[src/rtl/synth_pkg.sv]
// Shared types and constants for the synthesiser playback block:
// key count, record word width, FSM state encoding, end-marker code,
// per-note half-period table and the note-code decode helpers.
package synth_pkg;

    localparam int NUM_KEYS = 11;
    localparam int REC_W    = 129;

    localparam logic [3:0] END_CODE = 4'hF;

    typedef enum logic [1:0] {
        IDLE = 2'd0,
        PLAY = 2'd1,
        DONE = 2'd2
    } state_t;

    // Half period of the square wave in clock cycles, indexed by note code.
    // Codes 1..11 follow 24-2c; rests and the end marker carry 0.
    localparam logic [4:0] HALF_PERIOD [16] = '{
        5'd0,  5'd22, 5'd20, 5'd18, 5'd16, 5'd14, 5'd12, 5'd10,
        5'd8,  5'd6,  5'd4,  5'd2,  5'd0,  5'd0,  5'd0,  5'd0
    };

    function automatic logic is_note(input logic [3:0] code);
        return (code >= 4'd1) && (code <= 4'd11);
    endfunction

    function automatic logic [NUM_KEYS-1:0] key_onehot(input logic [3:0] code);
        if (is_note(code))
            return NUM_KEYS'(1) << (code - 4'd1);
        else
            return '0;
    endfunction

endpackage

[src/rtl/synth_tone_gen.sv]
// Square-wave tone generator. Toggles sound every HALF_PERIOD[code]
// cycles while code is a playable note; a restart strobe forces the
// wave back to 0 so every slot starts from a known phase.
module synth_tone_gen
    import synth_pkg::*;
(
    input  logic       clk,
    input  logic       rst,
    input  logic [3:0] code,
    input  logic       restart,
    output logic       sound
);

    logic [4:0] cnt;

    // Half-period counter and output toggle; rests hold the wave low.
    always_ff @(posedge clk or posedge rst) begin
        if (rst) begin
            cnt   <= '0;
            sound <= 1'b0;
        end else if (restart || !is_note(code)) begin
            cnt   <= '0;
            sound <= 1'b0;
        end else if (cnt == HALF_PERIOD[code] - 5'd1) begin
            cnt   <= '0;
            sound <= ~sound;
        end else begin
            cnt   <= cnt + 5'd1;
        end
    end

endmodule

[src/rtl/synth_playback.sv]
// Replays a captured recorder word slot by slot: each 4-bit slot code is
// held for NOTE_TICKS cycles as a one-hot key plus a square-wave tone.
// Optional build macro SYNTH_PLAYBACK_LOOP_EN: on completion, wrap back
// to slot 0 instead of pulsing done, until stop or rst.
//
// state | meaning
// IDLE  | waiting for start; outputs quiet
// PLAY  | replaying shadow slots; busy high
// DONE  | one-cycle done pulse, then back to IDLE
module synth_playback
    import synth_pkg::*;
#(
    parameter int NOTE_TICKS = 500,
    parameter int SLOTS      = 32
) (
    input  logic                clk,
    input  logic                rst,
    input  logic                start,
    input  logic                stop,
    input  logic [REC_W-1:0]    record,
    output logic [NUM_KEYS-1:0] keys_out,
    output logic                sound,
    output logic                busy,
    output logic                done,
    output logic [4:0]          slot_idx
);

    localparam int             TW        = (NOTE_TICKS > 1) ? $clog2(NOTE_TICKS) : 1;
    localparam logic [TW-1:0]  TICK_LAST = TW'(NOTE_TICKS - 1);
    localparam logic [4:0]     SLOT_LAST = 5'(SLOTS - 1);

    state_t           state, state_nxt;
    logic [REC_W-2:0] shadow;
    logic [4:0]       slot, slot_inc;
    logic [TW-1:0]    tick;
    logic [3:0]       cur_code, nxt_code;
    logic             tick_wrap, at_end, capture, restart, tone;

    assign slot_inc  = slot + 5'd1;
    assign cur_code  = shadow[{slot, 2'b00} +: 4];
    assign nxt_code  = shadow[{slot_inc, 2'b00} +: 4];
    assign tick_wrap = (tick == TICK_LAST);
    // Look ahead one slot so an end marker finishes the pass on the very
    // edge that would have entered it.
    assign at_end    = (slot == SLOT_LAST) || (nxt_code == END_CODE);
    assign capture   = (state == IDLE) && start && record[REC_W-1];
    assign restart   = capture || ((state == PLAY) && tick_wrap);

    // State register.
    always_ff @(posedge clk or posedge rst) begin
        if (rst)
            state <= IDLE;
        else
            state <= state_nxt;
    end

    // Next-state logic; stop takes priority over slot advance.
    always_comb begin
        state_nxt = state;
        case (state)
            IDLE: begin
                if (start) begin
                    if (record[REC_W-1] && (record[3:0] != END_CODE))
                        state_nxt = PLAY;
                    else
                        state_nxt = DONE;
                end
            end
            PLAY: begin
                if (stop)
                    state_nxt = IDLE;
                else if (tick_wrap && at_end) begin
`ifdef SYNTH_PLAYBACK_LOOP_EN
                    state_nxt = PLAY;
`else
                    state_nxt = DONE;
`endif
                end
            end
            DONE:    state_nxt = IDLE;
            default: state_nxt = IDLE;
        endcase
    end

    // Shadow capture plus slot/tick sequencing; both idle at 0 outside PLAY.
    always_ff @(posedge clk or posedge rst) begin
        if (rst) begin
            shadow <= '0;
            slot   <= '0;
            tick   <= '0;
        end else if (capture) begin
            shadow <= record[REC_W-2:0];
            slot   <= '0;
            tick   <= '0;
        end else if ((state == PLAY) && !stop) begin
            if (tick_wrap) begin
                tick <= '0;
                slot <= at_end ? 5'd0 : slot_inc;
            end else begin
                tick <= tick + TW'(1);
            end
        end else begin
            slot <= '0;
            tick <= '0;
        end
    end

    synth_tone_gen u_tone (
        .clk     (clk),
        .rst     (rst),
        .code    ((state == PLAY) ? cur_code : 4'h0),
        .restart (restart),
        .sound   (tone)
    );

    // Outputs decoded from registered state so reset silences them at once.
    always_comb begin
        busy     = (state == PLAY);
        done     = (state == DONE);
        keys_out = busy ? key_onehot(cur_code) : '0;
        slot_idx = busy ? slot : 5'd0;
        sound    = busy & tone;
    end

endmodule

[config.mk]
export PLATFORM = sky130hd
export DESIGN_NAME = synth_playback
export DESIGN_NICKNAME = d
export VERILOG_FILES = /design/src/rtl/synth_pkg.sv /design/src/rtl/synth_tone_gen.sv /design/src/rtl/synth_playback.sv
export SDC_FILE = /design/constraint.sdc
export NUM_CORES = 1
export LEC_CHECK = 0
export ABC_AREA = 1
export CORE_UTILIZATION = 48
export CTS_CLUSTER_SIZE = 30
export DETAILED_ROUTE_END_ITERATION = 6
export PLACE_DENSITY = 0.74
export SYNTH_ARGS = -nofsm -noshare
export SYNTH_HDL_FRONTEND = slang
export SYNTH_SLANG_ARGS = --single-unit
[constraint.sdc]
create_clock -name clk -period 13.85 [get_ports clk]
set_input_delay 4.155 -clock clk [delete_from_list [all_inputs] [get_ports clk]]
set_output_delay 4.155 -clock clk [all_outputs]
set_load 0.05 [all_outputs]
==> results of run 1 <==
-- cells by family (layout without fill, tap and decap cells) --
logic type | count (synthesis) | in the layout
compound gates | 101 | 101
buf+inv | 121 | 254
simple gates | 451 | 451
flops | 150 | 150
xor+xnor | 7 | 7
mux | 92 | 92
fa+ha+maj | 8 | 8
-- Yosys cell counts, types with 4 or more instances --
cell and n:
sky130_fd_sc_hd__nand2_1 190, sky130_fd_sc_hd__nand3_2 7, sky130_fd_sc_hd__o41ai_1 6, sky130_fd_sc_hd__mux2_2 91, sky130_fd_sc_hd__nor2_1 88, sky130_fd_sc_hd__buf_6 7
sky130_fd_sc_hd__a31oi_1 5, sky130_fd_sc_hd__inv_1 63, sky130_fd_sc_hd__dfrtp_1 150, sky130_fd_sc_hd__inv_2 4, sky130_fd_sc_hd__o21ai_0 19, sky130_fd_sc_hd__xor2_1 4
sky130_fd_sc_hd__buf_2 14, sky130_fd_sc_hd__buf_4 7, sky130_fd_sc_hd__nand3_1 118, sky130_fd_sc_hd__ha_1 8, sky130_fd_sc_hd__nand2_2 6, sky130_fd_sc_hd__buf_1 5
sky130_fd_sc_hd__o221ai_1 8, sky130_fd_sc_hd__nand4_1 15, sky130_fd_sc_hd__o22ai_1 7, sky130_fd_sc_hd__nor3_1 13, sky130_fd_sc_hd__clkbuf_1 18, sky130_fd_sc_hd__a21oi_1 44
-- cell type report --
cell class | count | area share, %
sequential | 150 | 36.4
tap | 220 | 2.67
timing repair buffer | 154 | 14.9
clock inverter | 12 | 1.72
inverter | 69 | 2.59
clock buffer | 19 | 4.40
multi-input combinational | 659 | 37.3
-- power by group through the flow --
stage	logic, W	registers, W	clock network (W)
2_1_floorplan	0.000470	0.000734	0
3_3_place_gp	0.000589	0.000793	0
3_5_place_dp	0.000605	0.000797	0
4_1_cts	0.000610	0.000792	0.000499
5_1_grt	0.000683	0.000820	0.000518
6_report	0.000609	0.000797	0.000491
-- sequential cells by signal, summed over array words and instances, names as in the netlist --
name          cells
shadow          128
slot              5
state             2
tick              9
u_tone.cnt        5
u_tone.sound      1
-- routing by layer --
metal  global-route usage (%)  share of wire, %  up-vias
met5                        0                 0        -
met2                     39.8                46      296
met3                     5.69               6.8       36
met1                     34.5                45     3370
li1                         -                 -     3378
met4                     9.07               2.1        0
-- metrics by stage --
| stage | cells | utilization (%) | hold slack (ns) |
|---|---|---|---|
| finish | 1283 | 62.1 | 0.469 |
| global route | 1283 | 62.1 | 0.504 |
| CTS | 1283 | 62.1 | 0.469 |
| detailed placement | 1252 | 58.3 | 0.461 |
| global placement | 1252 | 58.3 | 0.453 |
| floorplan | 930 | - | 0.433 |
-- final timing paths --
kind / to / cells after the start
worst min register to register: tick[0] / 1
worst max register to register: u_tone.cnt[3] / 21
min in group asynchronous: shadow[117] / 2
worst max-delay path: keys_out[7] / 12
max in group asynchronous: slot[0] / 3
worst min-delay path: tick[0] / 1
==> out/qor.yml, run 1 <==
die:
  die_w_um: 132
  row_count: 47
  ioPinCount: 152
  initial_utilization_pct: 49.1
  die_y_um: 132
  die-area_um2: 17500
  floorplan.core_area_um2: 16600
routing:
  detail_route.vias_per_cell: 5.52
  detailedRoute.firstIterationViolations: 715
  dr.pass1.iters: 6
  avgRoutedWirePerCell_um: 16.2
  detail_route.wirelength_um: 20800
  via_count: 7080
  route.antenna.remaining_nets: 0
  drcViolationCount: 0
power:
  power.sequential.fraction_pct: 42.0
  power.combinational.fraction_pct: 32.1
  leakagePower_nw: 4.61
  vdd.ir_drop.worst_mv: 0.0919
  p_int_w: 0.00123
  power_per_cell_area_nw_per_um2: 184
  power_frac_clock_pct: 25.9
  total_power_w: 0.00190
  switching_share_pct: 35.1
  power.net_switching_w: 0.000666
sta:
  finalSetupViolCount: 0
  timing.final.crit_period_ns: 8.38
  timing_hold_violations_final: 0
  setup_slack_ns: 5.47
  final-max-slew-violation-count: 0
  setup_repair_after_global_routing_missed_its_margin: "no"
  worst-slew-pin-transition_ns: 1.16
  clock.fmax_mhz: 119
  post-route-period-util_pct: 60.5
  slew_margin_rel_pct: 22.3
  finClkSkew_ns: 0.00616
  setup_total_negative_slack_ns: 0
critical_path:
  worst-path-buf-inv: 5
  maximum_fanout_along_the_worst_path: 78
  worstSetupPathType: "flop to output port"
  cpLargestDelayFamily: "buffers and inverters"
  timing.critical_path.from_type: "flop"
  timing.critical_path.from: "slot[0]"
  rrSetupSlack_ns: 9.47
  timing.critical_path.slowest_stage_cell: "sky130_fd_sc_hd__clkdlybuf4s50_1"
  cells_along_the_critical_path: "buf_4, inv_4, o21ai_0, o22ai_1, o21ai_0, nand3_1, nand2_1, inv_2, nor2_1, inv_1, nor2_1, clkdlybuf4s50_1"
  worst_ep_required_time_ns: 9.69
  delay_contributed_by_the_slowest_stage_of_the_critical_path_ns: 0.80
  capturing_element_type_of_the_critical_path: "output port"
  worst-endpoint-arrival_ns: 4.22
  crit-reg2reg-launch: "slot[0]"
yosys:
  synth_enable_flop_cells: 0
  post_synthesis_cells: 930
  synth-main-ff-cell: "sky130_fd_sc_hd__dfrtp_1"
  synth_top_family_by_area: "simple AND/OR/NAND/NOR gates"
  synth.yosys.seq_area_share_pct: 46.1
  synthesis.area_um2: 8150
  synth-seq-cells: 150
  yosys_warnings: 0
  postSynthNetCount: 1071
  synth_fa_ha_area_share_pct: 1.23
  synth_cell_type_count: 44
  post-synth-top-area-fraction_pct: 46.1
  synth-xor-area-share_pct: 0.844
  fraction_of_synthesis_flops_using_an_asynchronous_set_or_reset_pin_pct: 100
  synth.area.top_cells: "sky130_fd_sc_hd__dfrtp_1 (46%), sky130_fd_sc_hd__mux2_2 (13%), sky130_fd_sc_hd__nand2_1 (8.8%)"
  post_synthesis_mux_area_share_pct: 12.7
  synth-compound-area-share_pct: 7.40
  avgSynthCellArea_um2: 8.76
  yosys.area_share.simple_pct: 24.8
  cell_accounting_for_the_most_synthesized_area: "sky130_fd_sc_hd__dfrtp_1"
run_status:
  run_status: "complete, no violations"
clock_tree:
  cts.sinks: 150
  cts.hold.buffers_added: 0
  clk-insertion-delay-late_ns: 0.43
  clock_path_buffers: 2
  cts.repair_timing.setup_buffer_count: 0
  post_cts_resize_count: 0
  cts.root.buffer_cell: "sky130_fd_sc_hd__clkbuf_16"
  h-tree-depth: 4
  cts_tree: "done"
  clkTransAtPathRegs_ns: 0.06
  number_of_buffers_created_by_cts: 17
grt:
  first_pass_grt_wire_length_um: 34900
  global_route.overflow_total: 0
  grt_max_degree: 92
  grt_antenna_before_repair: 0
  first_global_vias: 7005
  grt_use_total_pct: 25.3
worst_hold_path:
  timing.hold.worst.start: "tick[0]"
  worstHoldPathType: "flop to flop"
layout:
  layout.cells.most_common: "sky130_fd_sc_hd__nand2_1"
  multiInputGateArea_um2: 3840
  final_layout_size_suffix_gt1_share_pct: 14.4
  fill_cells: 1453
  layout.cells.most_common_list: "sky130_fd_sc_hd__nand2_1 (190), sky130_fd_sc_hd__clkdlybuf4s50_1 (151), sky130_fd_sc_hd__dfrtp_1 (149)"
  regArea_um2: 3750
  final_nets: 1192
  fin_area_um2: 10300
  antennaDiodeCount: 0
  area_delta_synth_final_pct: 26.5
place:
  post-place-ws_ns: 6.01
  detailedPlacementHpwl_um: 14800
  port_buffers: 151
  routabilityCongestion: 0.896
  dpl-instance-area_um2: 9670
job:
  maxCapViolCount: 0
(Power assumes the default switching activity.)
==> run 2, diff against run 1 <==
clock period = 8.75 ns   (was 13.85 ns; I/O delays follow)
==> out/qor.yml, run 2 (synthesis results as in run 1) <==
grt:
  globalRoute.busiestLayer: "met2"
  grt_use_total_pct: 25.2  # -0.10 points
  first_global_vias: 7159  # +2.2%
  grt_antenna_before_repair: 0  # unchanged
  global_route_met1_utilization_pct: 32.6  # -1.8 points
  first_pass_grt_wire_length_um: 34800  # -0.30%
  met2_usage_pct: 41.6  # +1.8 points
  grt_max_degree: 92  # unchanged
  grt_use_met3_pct: 5.34  # -0.35 points
  global_route.overflow_total: 0  # unchanged
sta:
  worst-slew-pin-transition_ns: 1.21  # +0.0451 ns
  timing_hold_violations_final: 0  # unchanged
  slew_margin_rel_pct: 19.3  # -3.0 points
  setup_repair_after_global_routing_missed_its_margin: "no"
  clock.fmax_mhz: 145
  timing.final.crit_period_ns: 6.91
  finalSetupViolCount: 0  # unchanged
  setup_slack_ns: 1.84  # -3.63 ns
  finClkSkew_ns: 0.00447  # -0.00170 ns
  setup_total_negative_slack_ns: 0  # unchanged
  final-max-slew-violation-count: 0  # unchanged
  post-route-period-util_pct: 79.0
layout:
  top_regs: "shadow: 128 flops, tick: 9 flops"
  largest_register_ffs: 128  # unchanged
  largest-register: "shadow"
  fill_cells: 1421  # -2.2%
  layout.cells.most_common_list: "sky130_fd_sc_hd__nand2_1 (190), sky130_fd_sc_hd__clkdlybuf4s50_1 (151), sky130_fd_sc_hd__dfrtp_1 (149)"
  antennaDiodeCount: 0  # unchanged
  layout.cells.most_common: "sky130_fd_sc_hd__nand2_1"
  area_delta_synth_final_pct: 26.0
  final_layout_size_suffix_gt1_share_pct: 14.3  # -0.11 points
  final_nets: 1192  # unchanged
  util_after_layout_pct: 61.9  # -0.20 points
critical_path:
  worstSetupPathType: "flop to output port"
  worstSetupPathDepth: 12  # unchanged
  worst_ep_required_time_ns: 6.12  # -3.57 ns
  capturing_element_type_of_the_critical_path: "output port"
  timing.critical_path.slowest_stage_cell: "sky130_fd_sc_hd__dfrtp_2"
  worst_setup_path_endpoint: "keys_out[7]"
  timing.critical_path.from: "slot[0]"
  worst-path-buf-inv: 5  # unchanged
  maximum_fanout_along_the_worst_path: 78  # unchanged
  worst-endpoint-arrival_ns: 4.29  # +0.07 ns
  timing.critical_path.from_type: "flop"
  rrSetupSlack_ns: 4.22  # -5.25 ns
  cpLargestDelayFamily: "buffers and inverters"
  cells_along_the_critical_path: "buf_4, inv_4, o21ai_0, o22ai_1, o21ai_0, nand3_1, nand2_1, inv_2, nor2_1, inv_1, nor2_1, clkdlybuf4s50_1"
  worstRegToRegCells: 21  # unchanged
  crit-reg2reg-launch: "slot[0]"
  worst_r2r_endpoint: "u_tone.cnt[2]"
  delay_contributed_by_the_slowest_stage_of_the_critical_path_ns: 0.93  # +0.13 ns
routing:
  detail_route.wirelength_um: 21000  # +0.76%
  detailedRoute.firstIterationViolations: 683  # -4.5%
  route.antenna.remaining_nets: 0  # unchanged
  detail_route.vias_per_cell: 5.56  # +0.78%
  via_count: 7141  # +0.86%
  drcViolationCount: 0  # unchanged
  avgRoutedWirePerCell_um: 16.4  # +0.68%
  dr.pass1.iters: 6  # unchanged
worst_hold_path:
  worstHoldPathType: "flop to flop"
die:
  die_y_um: 132  # unchanged
  die-area_um2: 17500  # unchanged
  initial_utilization_pct: 49.1  # unchanged
  die_w_um: 132  # unchanged
  row_count: 47  # unchanged
  ioPinCount: 152  # unchanged
  floorplan.core_area_um2: 16600  # unchanged
power:
  leakagePower_nw: 4.60  # -0.25%
  p_int_w: 0.00189  # +54%
  power.sequential.fraction_pct: 42.9  # +0.9 points
  power.net_switching_w: 0.00107  # +60%
  power_frac_clock_pct: 24.2  # -1.7 points
  switching_share_pct: 36.1  # +0.93 points
  power.combinational.fraction_pct: 32.9  # +0.8 points
  vdd.ir_drop.worst_mv: 0.189  # +110%
  power_per_cell_area_nw_per_um2: 288  # +57%
place:
  routabilityCongestion: 0.919  # +2.6%
  port_buffers: 151  # unchanged
  post-place-ws_ns: 2.42  # -3.59 ns
  detailedPlacementHpwl_um: 14900  # +1.0%
job:
  maxCapViolCount: 0  # unchanged
run_status:
  run_status: "complete, no violations"
clock_tree:
  cts.repair_timing.setup_buffer_count: 0  # unchanged
  h-tree-depth: 4  # unchanged
  clock_path_buffers: 2  # unchanged
  cts.sinks: 150  # unchanged
  cts.hold.buffers_added: 0  # unchanged
  cts.root.buffer_cell: "sky130_fd_sc_hd__clkbuf_16"
  clkTransAtPathRegs_ns: 0.06  # about the same
  clk-insertion-delay-late_ns: 0.42  # about the same
  post_cts_resize_count: 0  # unchanged
  cts_tree: "done"
  number_of_buffers_created_by_cts: 17  # unchanged
==> run 2: changes by cell type in the layout (fill, tap and decap cells not counted), sizes merged <==
cell      delta
clkbuf       +2
clkinv       +1
clkinvlp     -1
inv          +1
bufinv       -2
==> run 2: worst min path at each step <==
| stage | startpoint | to | slack [ns] | cells past startpoint |
|---|---|---|---|---|
| after floorplan | tick[0] | tick[0] | 0.43 | 1 |
| after global placement | tick[0] | tick[0] | 0.45 | 1 |
| after detailed placement | tick[0] | tick[0] | 0.47 | 1 |
| after CTS | tick[0] | tick[0] | 0.48 | 1 |
| after global routing | tick[0] | tick[0] | 0.53 | 1 |
| final | tick[0] | tick[0] | 0.48 | 1 |
==> run 2: area by class of cell <==
cell class / count / area [µm²] / share of cell area, %
multi-input combinational: 659 / 3840 / 37.4
sequential: 150 / 3750 / 36.6
timing repair buffer: 154 / 1550 / 15.1
clock buffer: 21 / 460 / 4.48
tap: 220 / 275 / 2.68
inverter: 69 / 267 / 2.59
clock inverter: 11 / 124 / 1.21
==> run 2: stage by stage <==
step	power (W)	hold WS, ns	instance area, µm²	instances
after floorplan	0.00191	0.433	8150	930
after global placement	0.00220	0.453	9690	1252
after detailed placement	0.00223	0.471	9690	1252
after CTS	0.00297	0.479	10300	1284
after global routing	0.00315	0.525	10300	1284
final	0.00296	0.478	10300	1284
==> run 2: layer usage <==
layer	vias to the layer above	part of all wire [%]
li1	3385	-
met3	51	6.2
met5	-	0
met4	0	2.4
met1	3427	43
met2	278	48
==> run 2: power by group through the flow <==
| stage | logic (W) | clock network [W] | registers, W |
|---|---|---|---|
| 6_report | 0.000975 | 0.000718 | 0.00127 |
| 5_1_grt | 0.00109 | 0.000761 | 0.00130 |
| 4_1_cts | 0.000974 | 0.000729 | 0.00126 |
| 3_5_place_dp | 0.000965 | 0 | 0.00127 |
| 3_3_place_gp | 0.000933 | 0 | 0.00126 |
| 2_1_floorplan | 0.000743 | 0 | 0.00116 |
==> run 3, diff against run 2 <==
PLACE_DENSITY = 0.77   (was 0.74)
clock period = 5.6 ns   (was 8.75 ns; I/O delays follow)
==> out/qor.yml, run 3 (synthesis results as in run 1) <==
sta:
  finalSetupViolCount: 0  # unchanged
  post-route-period-util_pct: 96.0
  timing.final.crit_period_ns: 5.38
  slew_margin_rel_pct: 41.7  # +22 points
  finClkSkew_ns: 0.00884  # +0.00437 ns
  setup_total_negative_slack_ns: 0  # unchanged
  timing_hold_violations_final: 0  # unchanged
  worst-slew-pin-transition_ns: 0.874  # -0.336 ns
  final-max-slew-violation-count: 0  # unchanged
  clock.fmax_mhz: 186
  setup_repair_after_global_routing_missed_its_margin: "no"
power:
  vdd.ir_drop.worst_mv: 0.225  # +19%
  power_per_cell_area_nw_per_um2: 447  # +55%
  leakagePower_nw: 4.64  # +0.84%
grt:
  global_route.overflow_total: 0  # unchanged
  grt_antenna_before_repair: 0  # unchanged
  grt_max_degree: 80  # -13%
  grt_use_total_pct: 25.0  # -0.16 points
  first_global_vias: 6922  # -3.3%
  first_pass_grt_wire_length_um: 34500  # -0.95%
job:
  maxCapViolCount: 0  # unchanged
critical_path:
  maximum_fanout_along_the_worst_path: 78  # unchanged
  capturing_element_type_of_the_critical_path: "output port"
  cells_along_the_critical_path: "inv_4, o21ai_0, o221ai_1, nand3_1, nand3_1, nand2_1, inv_2, nand2_1, nor2_1, clkdlybuf4s50_1"
  worst_ep_required_time_ns: 3.92  # -2.20 ns
  worstSetupPathType: "flop to output port"
  timing.critical_path.from_type: "flop"
  delay_contributed_by_the_slowest_stage_of_the_critical_path_ns: 0.81  # -0.12 ns
  worst-endpoint-arrival_ns: 3.70  # -0.59 ns
  timing.critical_path.slowest_stage_cell: "sky130_fd_sc_hd__clkdlybuf4s50_1"
routing:
  route.antenna.remaining_nets: 0  # unchanged
  avgRoutedWirePerCell_um: 16.4  # +0.23%
  detail_route.vias_per_cell: 5.56  # about the same
  detail_route.wirelength_um: 21200  # +0.78%
  drcViolationCount: 0  # unchanged
  dr.pass1.iters: 5  # -1
  detailedRoute.firstIterationViolations: 822  # +20%
  via_count: 7180  # +0.55%
layout:
  fill_cells: 1400  # -1.5%
  antennaDiodeCount: 0  # unchanged
  util_after_layout_pct: 62.3  # +0.33 points
  layout.cells.most_common_list: "sky130_fd_sc_hd__nand2_1 (190), sky130_fd_sc_hd__clkdlybuf4s50_1 (151), sky130_fd_sc_hd__dfrtp_1 (149)"
  final_nets: 1199  # +0.59%
  area_delta_synth_final_pct: 26.7
  final_layout_size_suffix_gt1_share_pct: 14.8  # +0.47 points
  largest-register: "shadow"
  layout.cells.most_common: "sky130_fd_sc_hd__nand2_1"
  top_regs: "shadow: 128 flops, tick: 9 flops"
  largest_register_ffs: 128  # unchanged
  finish.cell_count_without_fillers: 1291  # +0.55%
place:
  detailedPlacementHpwl_um: 15000  # +0.74%
  place_inst: 1259  # +0.56%
  port_buffers: 151  # unchanged
  routabilityCongestion: 0.951  # +3.4%
die:
  die_w_um: 132  # unchanged
  ioPinCount: 152  # unchanged
  floorplan.core_area_um2: 16600  # unchanged
  die-area_um2: 17500  # unchanged
  initial_utilization_pct: 49.1  # unchanged
  die_y_um: 132  # unchanged
  row_count: 47  # unchanged
worst_hold_path:
  worstHoldPathType: "flop to flop"
clock_tree:
  cts_tree: "done"
  number_of_buffers_created_by_cts: 17  # unchanged
  clock_path_buffers: 2  # unchanged
  cts.sinks: 150  # unchanged
  cts.repair_timing.setup_buffer_count: 0  # unchanged
  post_cts_resize_count: 0  # unchanged
  h-tree-depth: 4  # unchanged
  cts.hold.buffers_added: 0  # unchanged
  clkTransAtPathRegs_ns: 0.06  # about the same
  clk-insertion-delay-late_ns: 0.42  # about the same
  cts.root.buffer_cell: "sky130_fd_sc_hd__clkbuf_16"
run_status:
  run_status: "complete, no violations"
## run 3: cell types whose count changed in the layout (fill, tap and decap cells not counted)
cell                         change
sky130_fd_sc_hd__buf_4           +6
sky130_fd_sc_hd__buf_12          +1
sky130_fd_sc_hd__clkbuf_1        +1
sky130_fd_sc_hd__clkbuf_8        -1
sky130_fd_sc_hd__clkinv_2        +1
sky130_fd_sc_hd__clkinvlp_4      -1
sky130_fd_sc_hd__inv_6           -1
sky130_fd_sc_hd__inv_8           +1
## run 3: final timing paths
check | depth (start not counted) | slack, ns | to | from
worst min-delay path | 1 | 0.47 | tick[0] | tick[0]
worst min register to register | 1 | 0.47 | tick[0] | tick[0]
worst max register to register | 20 | 1.64 | u_tone.cnt[3] | slot[0]
min in group asynchronous | 2 | 1.76 | shadow[120] | rst
worst max-delay path | 10 | 0.22 | keys_out[2] | slot[0]
max in group asynchronous | 3 | 2.97 | shadow[80] | rst
## run 3: critical path: cells and delay by family (launching register included)
| family | cells | cell delay, ns |
|---|---|---|
| AO/OA/AOI/OAI | 2 | 0.47 |
| buffers and inverters | 3 | 1.57 |
| flip-flops | 1 | 0.61 |
| AND/OR/NAND/NOR | 5 | 0.58 |
## run 3: layout make-up
class | count | area [µm²] | area share [%]
well taps | 220 | 275 | 2.67
clock buffers | 21 | 450 | 4.36
inverters | 69 | 265 | 2.57
flip-flops and latches | 150 | 3750 | 36.4
clock inverters | 11 | 125 | 1.21
repair buffers | 161 | 1610 | 15.6
multi-input cells | 659 | 3840 | 37.2
## run 3: metal layers
layer	track usage, %	vias up	part of all wire, %
met1	34.9	3425	45
met3	5.00	27	6.7
li1	-	3401	-
met5	0	-	0
met4	7.60	0	1.3
met2	39.5	327	47
## run 3: metrics by stage
step           worst slack [ns]  hold slack (ns)  instance area (µm²)  total power [W]
2_1_floorplan              1.55            0.433                 8150          0.00298
3_3_place_gp              0.813            0.454                 9750          0.00342
3_5_place_dp              0.755            0.463                 9750          0.00347
4_1_cts                   0.300            0.471                10300          0.00461
5_1_grt                  0.0319            0.476                10300          0.00490
6_report                  0.224            0.471                10300          0.00462
## run 3: report_power, final
group          internal [W]  switching, W
Sequential          0.00157      0.000407
Clock              0.000670      0.000455
Combinational      0.000719      0.000801
Total               0.00295       0.00166
